==> config.mk <==
export PLATFORM = sky130hd
export DESIGN_NAME = core_mem_arbiter
export DESIGN_NICKNAME = d
export VERILOG_FILES = /design/src/rtl/core_bus_pkg.sv /design/src/rtl/core_mem_arbiter.sv
export SDC_FILE = /design/constraint.sdc
export NUM_CORES = 1
export LEC_CHECK = 0
export CAP_MARGIN = 10
export CORE_AREA = 2 2 100 102
export DETAILED_ROUTE_END_ITERATION = 12
export DIE_AREA = 0 0 102 104
export MAX_ROUTING_LAYER = met4
export PLACE_DENSITY_LB_ADDON = 0.1
export SYNTH_ARGS = -nofsm -noshare
export SYNTH_HDL_FRONTEND = slang
export SYNTH_SLANG_ARGS = --single-unit
==> constraint.sdc <==
create_clock -name sys_clk -period 2.7 [get_ports sys_clk]
set_input_delay 0.54 -clock sys_clk [delete_from_list [all_inputs] [get_ports sys_clk]]
set_output_delay 0.54 -clock sys_clk [all_outputs]
set_load 0.02 [all_outputs]
==> src/rtl/core_bus_pkg.sv <==
// ---------------------------------------------------------------------------
// core_bus_pkg
//   Shared definitions for the riscv_core memory-side bus: default data and
//   address widths, a helper that derives the byte-enable width from a data
//   width, and the identifiers of the two core memory ports.
// ---------------------------------------------------------------------------
package core_bus_pkg;

  localparam int DATA_W_DEF = 32;
  localparam int ADDR_W_DEF = 32;

  // Identifies which core port currently owns the SRAM.
  typedef enum logic {
    PORT_IF = 1'b0,
    PORT_LS = 1'b1
  } port_id_e;

  // Number of byte lanes carried by a data word of the given width.
  function automatic int beWidth(input int dataW);
    return dataW / 8;
  endfunction

endpackage

==> src/rtl/core_mem_arbiter.sv <==
// ---------------------------------------------------------------------------
// core_mem_arbiter
//   Shares one single-port synchronous SRAM between the core's instruction
//   fetch (IF) port and its load/store (LS) port. LS has priority, but after
//   MAX_LS_RUN consecutive LS grants taken while IF was waiting, IF is given
//   the next slot. Read data returns one cycle after the grant and is steered
//   to the requesting port by its rvalid strobe.
//
// Ports
//   sys_clk, sys_rst_n      clock, asynchronous active-low reset
//   if_req/if_addr          IF read request and byte address
//   if_gnt                  IF request accepted this cycle
//   if_rvalid/if_rdata      IF read response
//   ls_req/ls_we/ls_addr    LS request, write flag and byte address
//   ls_wdata/ls_be          LS write data and byte enables
//   ls_gnt                  LS request accepted this cycle
//   ls_rvalid/ls_rdata      LS read response
//   mem_ce/mem_we           SRAM chip enable and write enable
//   mem_addr                SRAM word address
//   mem_wdata/mem_be        SRAM write data and byte enables
//   mem_rdata               SRAM read data, valid the cycle after a read
// ---------------------------------------------------------------------------
module core_mem_arbiter
  import core_bus_pkg::*;
#(
  parameter int DATA_W     = DATA_W_DEF,
  parameter int ADDR_W     = ADDR_W_DEF,
  parameter int MEM_AW     = 12,
  parameter int MAX_LS_RUN = 4
) (
  input  logic                        sys_clk,
  input  logic                        sys_rst_n,
  input  logic                        if_req,
  input  logic [ADDR_W-1:0]           if_addr,
  output logic                        if_gnt,
  output logic                        if_rvalid,
  output logic [DATA_W-1:0]           if_rdata,
  input  logic                        ls_req,
  input  logic                        ls_we,
  input  logic [ADDR_W-1:0]           ls_addr,
  input  logic [DATA_W-1:0]           ls_wdata,
  input  logic [beWidth(DATA_W)-1:0]  ls_be,
  output logic                        ls_gnt,
  output logic                        ls_rvalid,
  output logic [DATA_W-1:0]           ls_rdata,
  output logic                        mem_ce,
  output logic                        mem_we,
  output logic [MEM_AW-1:0]           mem_addr,
  output logic [DATA_W-1:0]           mem_wdata,
  output logic [beWidth(DATA_W)-1:0]  mem_be,
  input  logic [DATA_W-1:0]           mem_rdata
);

  localparam logic [3:0] MaxRun = 4'(MAX_LS_RUN);

  logic [3:0]  run_cnt_q, run_cnt_d;
  logic        if_rd_q, if_rd_d;
  logic        ls_rd_q, ls_rd_d;
  logic        ifGnt, lsGnt;
  port_id_e    owner;
  logic [ADDR_W-1:0] selAddr;

  // Byte offset and bits above the SRAM window are intentionally dropped.
  logic unusedAddrBits;
  assign unusedAddrBits = ^{if_addr[ADDR_W-1:MEM_AW+2], if_addr[1:0],
                            ls_addr[ADDR_W-1:MEM_AW+2], ls_addr[1:0]};

  // Same-cycle arbitration. Reset masks both grants so nothing reaches the
  // SRAM while the core is held in reset.
  always_comb begin
    lsGnt = sys_rst_n & ls_req & (~if_req | (run_cnt_q < MaxRun));
    ifGnt = sys_rst_n & if_req & ~lsGnt;
    owner = lsGnt ? PORT_LS : PORT_IF;
  end

  assign if_gnt = ifGnt;
  assign ls_gnt = lsGnt;

  // SRAM drive from the granted port; IF always fetches whole words.
  always_comb begin
    selAddr   = (owner == PORT_LS) ? ls_addr : if_addr;
    mem_ce    = lsGnt | ifGnt;
    mem_we    = lsGnt & ls_we;
    mem_addr  = selAddr[MEM_AW+1:2];
    mem_be    = (owner == PORT_LS) ? ls_be : '1;
    mem_wdata = ls_wdata;
  end

  // Run counter counts LS grants taken while IF is waiting; once it reaches
  // the limit IF wins the next contended cycle and the count restarts.
  always_comb begin
    run_cnt_d = run_cnt_q;
    if (lsGnt && if_req) begin
      run_cnt_d = (run_cnt_q >= MaxRun) ? MaxRun : run_cnt_q + 4'd1;
    end else if (ifGnt || !if_req) begin
      run_cnt_d = '0;
    end
    if_rd_d = ifGnt;
    ls_rd_d = lsGnt & ~ls_we;
  end

  always_ff @(posedge sys_clk or negedge sys_rst_n) begin
    if (!sys_rst_n) begin
      run_cnt_q <= '0;
      if_rd_q   <= 1'b0;
      ls_rd_q   <= 1'b0;
    end else begin
      run_cnt_q <= run_cnt_d;
      if_rd_q   <= if_rd_d;
      ls_rd_q   <= ls_rd_d;
    end
  end

  // Read data is shared; only the rvalid of the owning port qualifies it.
  assign if_rvalid = if_rd_q;
  assign ls_rvalid = ls_rd_q;
  assign if_rdata  = mem_rdata;
  assign ls_rdata  = mem_rdata;

endmodule

==> reports/summary.log <==
[logic_synthesis] average instance area after synthesis 8.64 um^2
[global_routing] All-Layer GR Usage 5.17%
[timing] Slew Viols, Final 0
[timing] max frequency 386 MHz
[setup_path] Cell Chain, Critical Path clkdlybuf4s50_1, nand3_2, buf_4, nor2_1, clkdlybuf4s50_1
[setup_path] Data required, critical path 2.16 ns
[power_and_ir_drop] VDD IR max 0.0742 mV
[placement] HPWL after DPL 2620 um
[layout] fill cell count 1106
[logic_synthesis] share of flip-flops with an asynchronous set or reset 100%
[logic_synthesis] share of the yosys chip area belonging to registers 12.2%
[timing] worst hold-check slack 0.505 ns
[power_and_ir_drop] cell-internal power 0.283 mW
[power_and_ir_drop] leakage power 0.534 nW
[timing] count of endpoints failing setup in the final report 0
[die] number of core rows 36
[logic_synthesis] area share of the largest cell type after synthesis 58.8%
[setup_path] critical path class input port to output port
[die] Die Area 10600 um^2
[setup_path] CP delay by family, top buffers and inverters
[timing] sum of negative setup slack 0 ns
[clocking] hold-fix buffers at CTS 0
[routing] Post-Route WL 3060 um
[routing] starting DRC count in detailed routing 9
[logic_synthesis] flop and latch count out of synthesis 6
[logic_synthesis] cell with the most instances after synthesis sky130_fd_sc_hd__buf_4
[power_and_ir_drop] power share of the clock group 34.3%
[timing] post-route worst setup slack 0.111 ns
[layout] synthesis-to-finish area growth 2.76%
[logic_synthesis] netlist area before placement 1230 um^2
[clocking] clk_lat worst skew 0.22 ns
[logic_synthesis] number of distinct library cells after synthesis 19
[routing] detailed-routing iteration count for the pre-antenna-repair pass 2
[hold_path] worst hold-check path type flop to flop
[placement] last weighted congestion value of the routability-driven placer 0.687
[routing] Post-DRT Antenna Nets 0
[timing] relative max-transition margin 81.9%
[die] Initial Util 12.8%
[setup_path] category of the worst setup path launch point input port
[layout] number of diodes 0
[power_and_ir_drop] cell area power density 303 nW/um^2
[clocking] CTS H-tree lvls 1
[logic_synthesis] Gate Count Post-Synth 142
[clocking] root buf cell sky130_fd_sc_hd__clkbuf_8
[power_and_ir_drop] total net switching power 0.0985 mW
[timing] final hold violations 0
[timing] Period minus WS final 2.59 ns
[layout] proportion of layout cells with a drive suffix above 1 25.5%
[clocking] buffers inserted during post-CTS setup optimization 0
[logic_synthesis] top cells by area, synth sky130_fd_sc_hd__buf_4, sky130_fd_sc_hd__mux2_4, sky130_fd_sc_hd__dfrtp_1
[logic_synthesis] count of yosys warnings during synthesis 0
[global_routing] global-route wire length before repair 4080 um
[setup_path] crit path DAT 2.05 ns
[routing] DRC 0
[setup_path] element type at the critical path end output port
[routing] Avg Vias per Cell 2.77
[die] die extent in x 102 um
[power_and_ir_drop] switching share of power 25.8%
[routing] vias after detailed routing 661
[logic_synthesis] most common flop cell mapped by yosys sky130_fd_sc_hd__dfrtp_1
[die] height of the die 104 um
[setup_path] most prevalent standard cell on the critical path sky130_fd_sc_hd__clkdlybuf4s50_1
[clocking] clock tree from TritonCTS built
[die] standard cell core area 9550 um^2
[die] I/O pin total 255
[placement] number of buffer cells added on primary ports 54
[global_routing] Remaining Overflow, GRT 0
[clocking] number of clock sinks 6
[logic_synthesis] top post-synthesis cells by count sky130_fd_sc_hd__buf_4, sky130_fd_sc_hd__mux2_4, sky130_fd_sc_hd__dfrtp_1
[clocking] clock slew at the register clock pins of the worst setup and hold paths 0.04 ns
[timing] final worst path period share 95.9%
[logic_synthesis] Synth Net Count 280
[routing] wire length per cell 12.8 um
[global_routing] antenna violations before repair 0
[clocking] number of CTS-inserted buffers 3
[global_routing] largest net degree at the start of global routing 17
[setup_path] peak per-stage delay on the critical path 0.61 ns
[outcome] result of the run completed
[timing] RSZ-0062 raised after global routing false
[placement] setup slack after placement -0.100 ns
[power_and_ir_drop] register share of total power 24.7%
[logic_synthesis] number of enable flip-flop cells after synthesis 0
[flow_run] maximum capacitance violations 0
[setup_path] highest net fanout along the worst path 4
[layout] number of nets in the layout 246
[setup_path] cell with the largest stage delay on the worst path sky130_fd_sc_hd__clkdlybuf4s50_1
[logic_synthesis] largest area contributor in the synthesized netlist sky130_fd_sc_hd__buf_4
[timing] worst slew pin tran 0.271 ns
[setup_path] CP Buf/Inv Count 3
[global_routing] number of global-route vias before repair 712
[clocking] CTS Buffer Depth 2
[power_and_ir_drop] total power 0.382 mW
[timing] Worst Clk Skew 0.00108 ns
[power_and_ir_drop] Comb pwr share 41.0%
[worst reg2reg max path, cell delays in order, from the launching register on]
cell and delay [ns]:
sky130_fd_sc_hd__dfrtp_1 0.40, sky130_fd_sc_hd__o21ai_2 0.17, sky130_fd_sc_hd__nand3_2 0.13, sky130_fd_sc_hd__buf_4 0.17, sky130_fd_sc_hd__and3_1 0.19
[cell usage in the layout (no fill, tap or decap)]
cell type                         count
sky130_fd_sc_hd__clkdlybuf4s50_1     37
sky130_fd_sc_hd__inv_1                2
sky130_fd_sc_hd__mux2_4              12
sky130_fd_sc_hd__ha_1                 1
sky130_fd_sc_hd__clkbuf_8             3
sky130_fd_sc_hd__buf_4                4
sky130_fd_sc_hd__nor2_1               4
sky130_fd_sc_hd__dlygate4sd2_1       17
sky130_fd_sc_hd__and2_2               1
sky130_fd_sc_hd__o21ai_0              2
sky130_fd_sc_hd__nor2b_1              1
sky130_fd_sc_hd__nand3_1              1
sky130_fd_sc_hd__and3_1               1
sky130_fd_sc_hd__o21a_1               1
sky130_fd_sc_hd__nand2_1              4
sky130_fd_sc_hd__o21ai_2              1
sky130_fd_sc_hd__or2_2                4
sky130_fd_sc_hd__nand3_2              1
sky130_fd_sc_hd__buf_12               1
sky130_fd_sc_hd__dfrtp_1              6
sky130_fd_sc_hd__nand3b_1             1
sky130_fd_sc_hd__a22o_1               1
[state kept, by name, indices dropped and copies added (netlist names)]
name	flops
run_cnt_q	4
ls_rvalid	1
if_rvalid	1
[kinds of logic (layout without fill, tap and decap cells)]
kind of cell    Yosys count  in the layout  synth area share (%)
buf+inv                 100             64                  61.2
simple gates             18             18                  7.96
mux                      12             12                  14.7
flops                     6              6                  12.2
compound gates            5              5                  2.86
fa+ha+maj                 1              1                  1.02
[worst paths after layout]
path	slack [ns]	cells past startpoint	end	start
min in group asynchronous	0.70	2	run_cnt_q[0]	sys_rst_n
min	0.51	2	run_cnt_q[0]	run_cnt_q[0]
max in group asynchronous	1.86	2	run_cnt_q[3]	sys_rst_n
min reg2reg	0.51	2	run_cnt_q[0]	run_cnt_q[0]
max reg2reg	1.54	4	if_rvalid	run_cnt_q[3]
max	0.11	5	mem_we	sys_rst_n
[routing by layer]
layer / routed length, um / share of wire (%) / GRT usage, %
met1: 795 / 26 / 3.30
met2: 1300 / 42 / 7.99
met3: 773 / 25 / 3.63
met4: 192 / 6.3 / 6.00
met5: 0 / 0 / -
[power groups by stage]
stage | registers, mW | logic (mW) | clock network, mW
6_report | 0.0942 | 0.157 | 0.131
4_1_cts | 0.0943 | 0.159 | 0.138
2_1_floorplan | 0.0969 | 0.276 | 0
3_5_place_dp | 0.0953 | 0.171 | 0
3_3_place_gp | 0.0953 | 0.172 | 0
5_1_grt | 0.0945 | 0.166 | 0.143
[layout make-up]
type	count	area [um^2]	share of cell area (%)
flip-flops and latches	6	150	11.9
inverters	2	7.51	0.596
repair buffers	59	569	45.2
multi-input cells	36	325	25.8
clock buffers	3	41.3	3.28
well taps	133	166	13.2
[per-stage QoR]
step / cell area (um^2) / std cells / utilization (%)
detailed placement: 1240 / 236 / 13.0
finish: 1260 / 239 / 13.2
global route: 1260 / 239 / 13.2
global placement: 1240 / 236 / 13.0
CTS: 1260 / 239 / 13.2
floorplan: 1230 / 142 / -
[what timing repair did]
item | 4_1_cts | 5_1_grt
hold endpoints to repair | 0 | 0
resized for setup | 17 | 0
endpoints found under the setup margin | 17 | 0
Note: power is estimated with default switching activity, not from simulation.
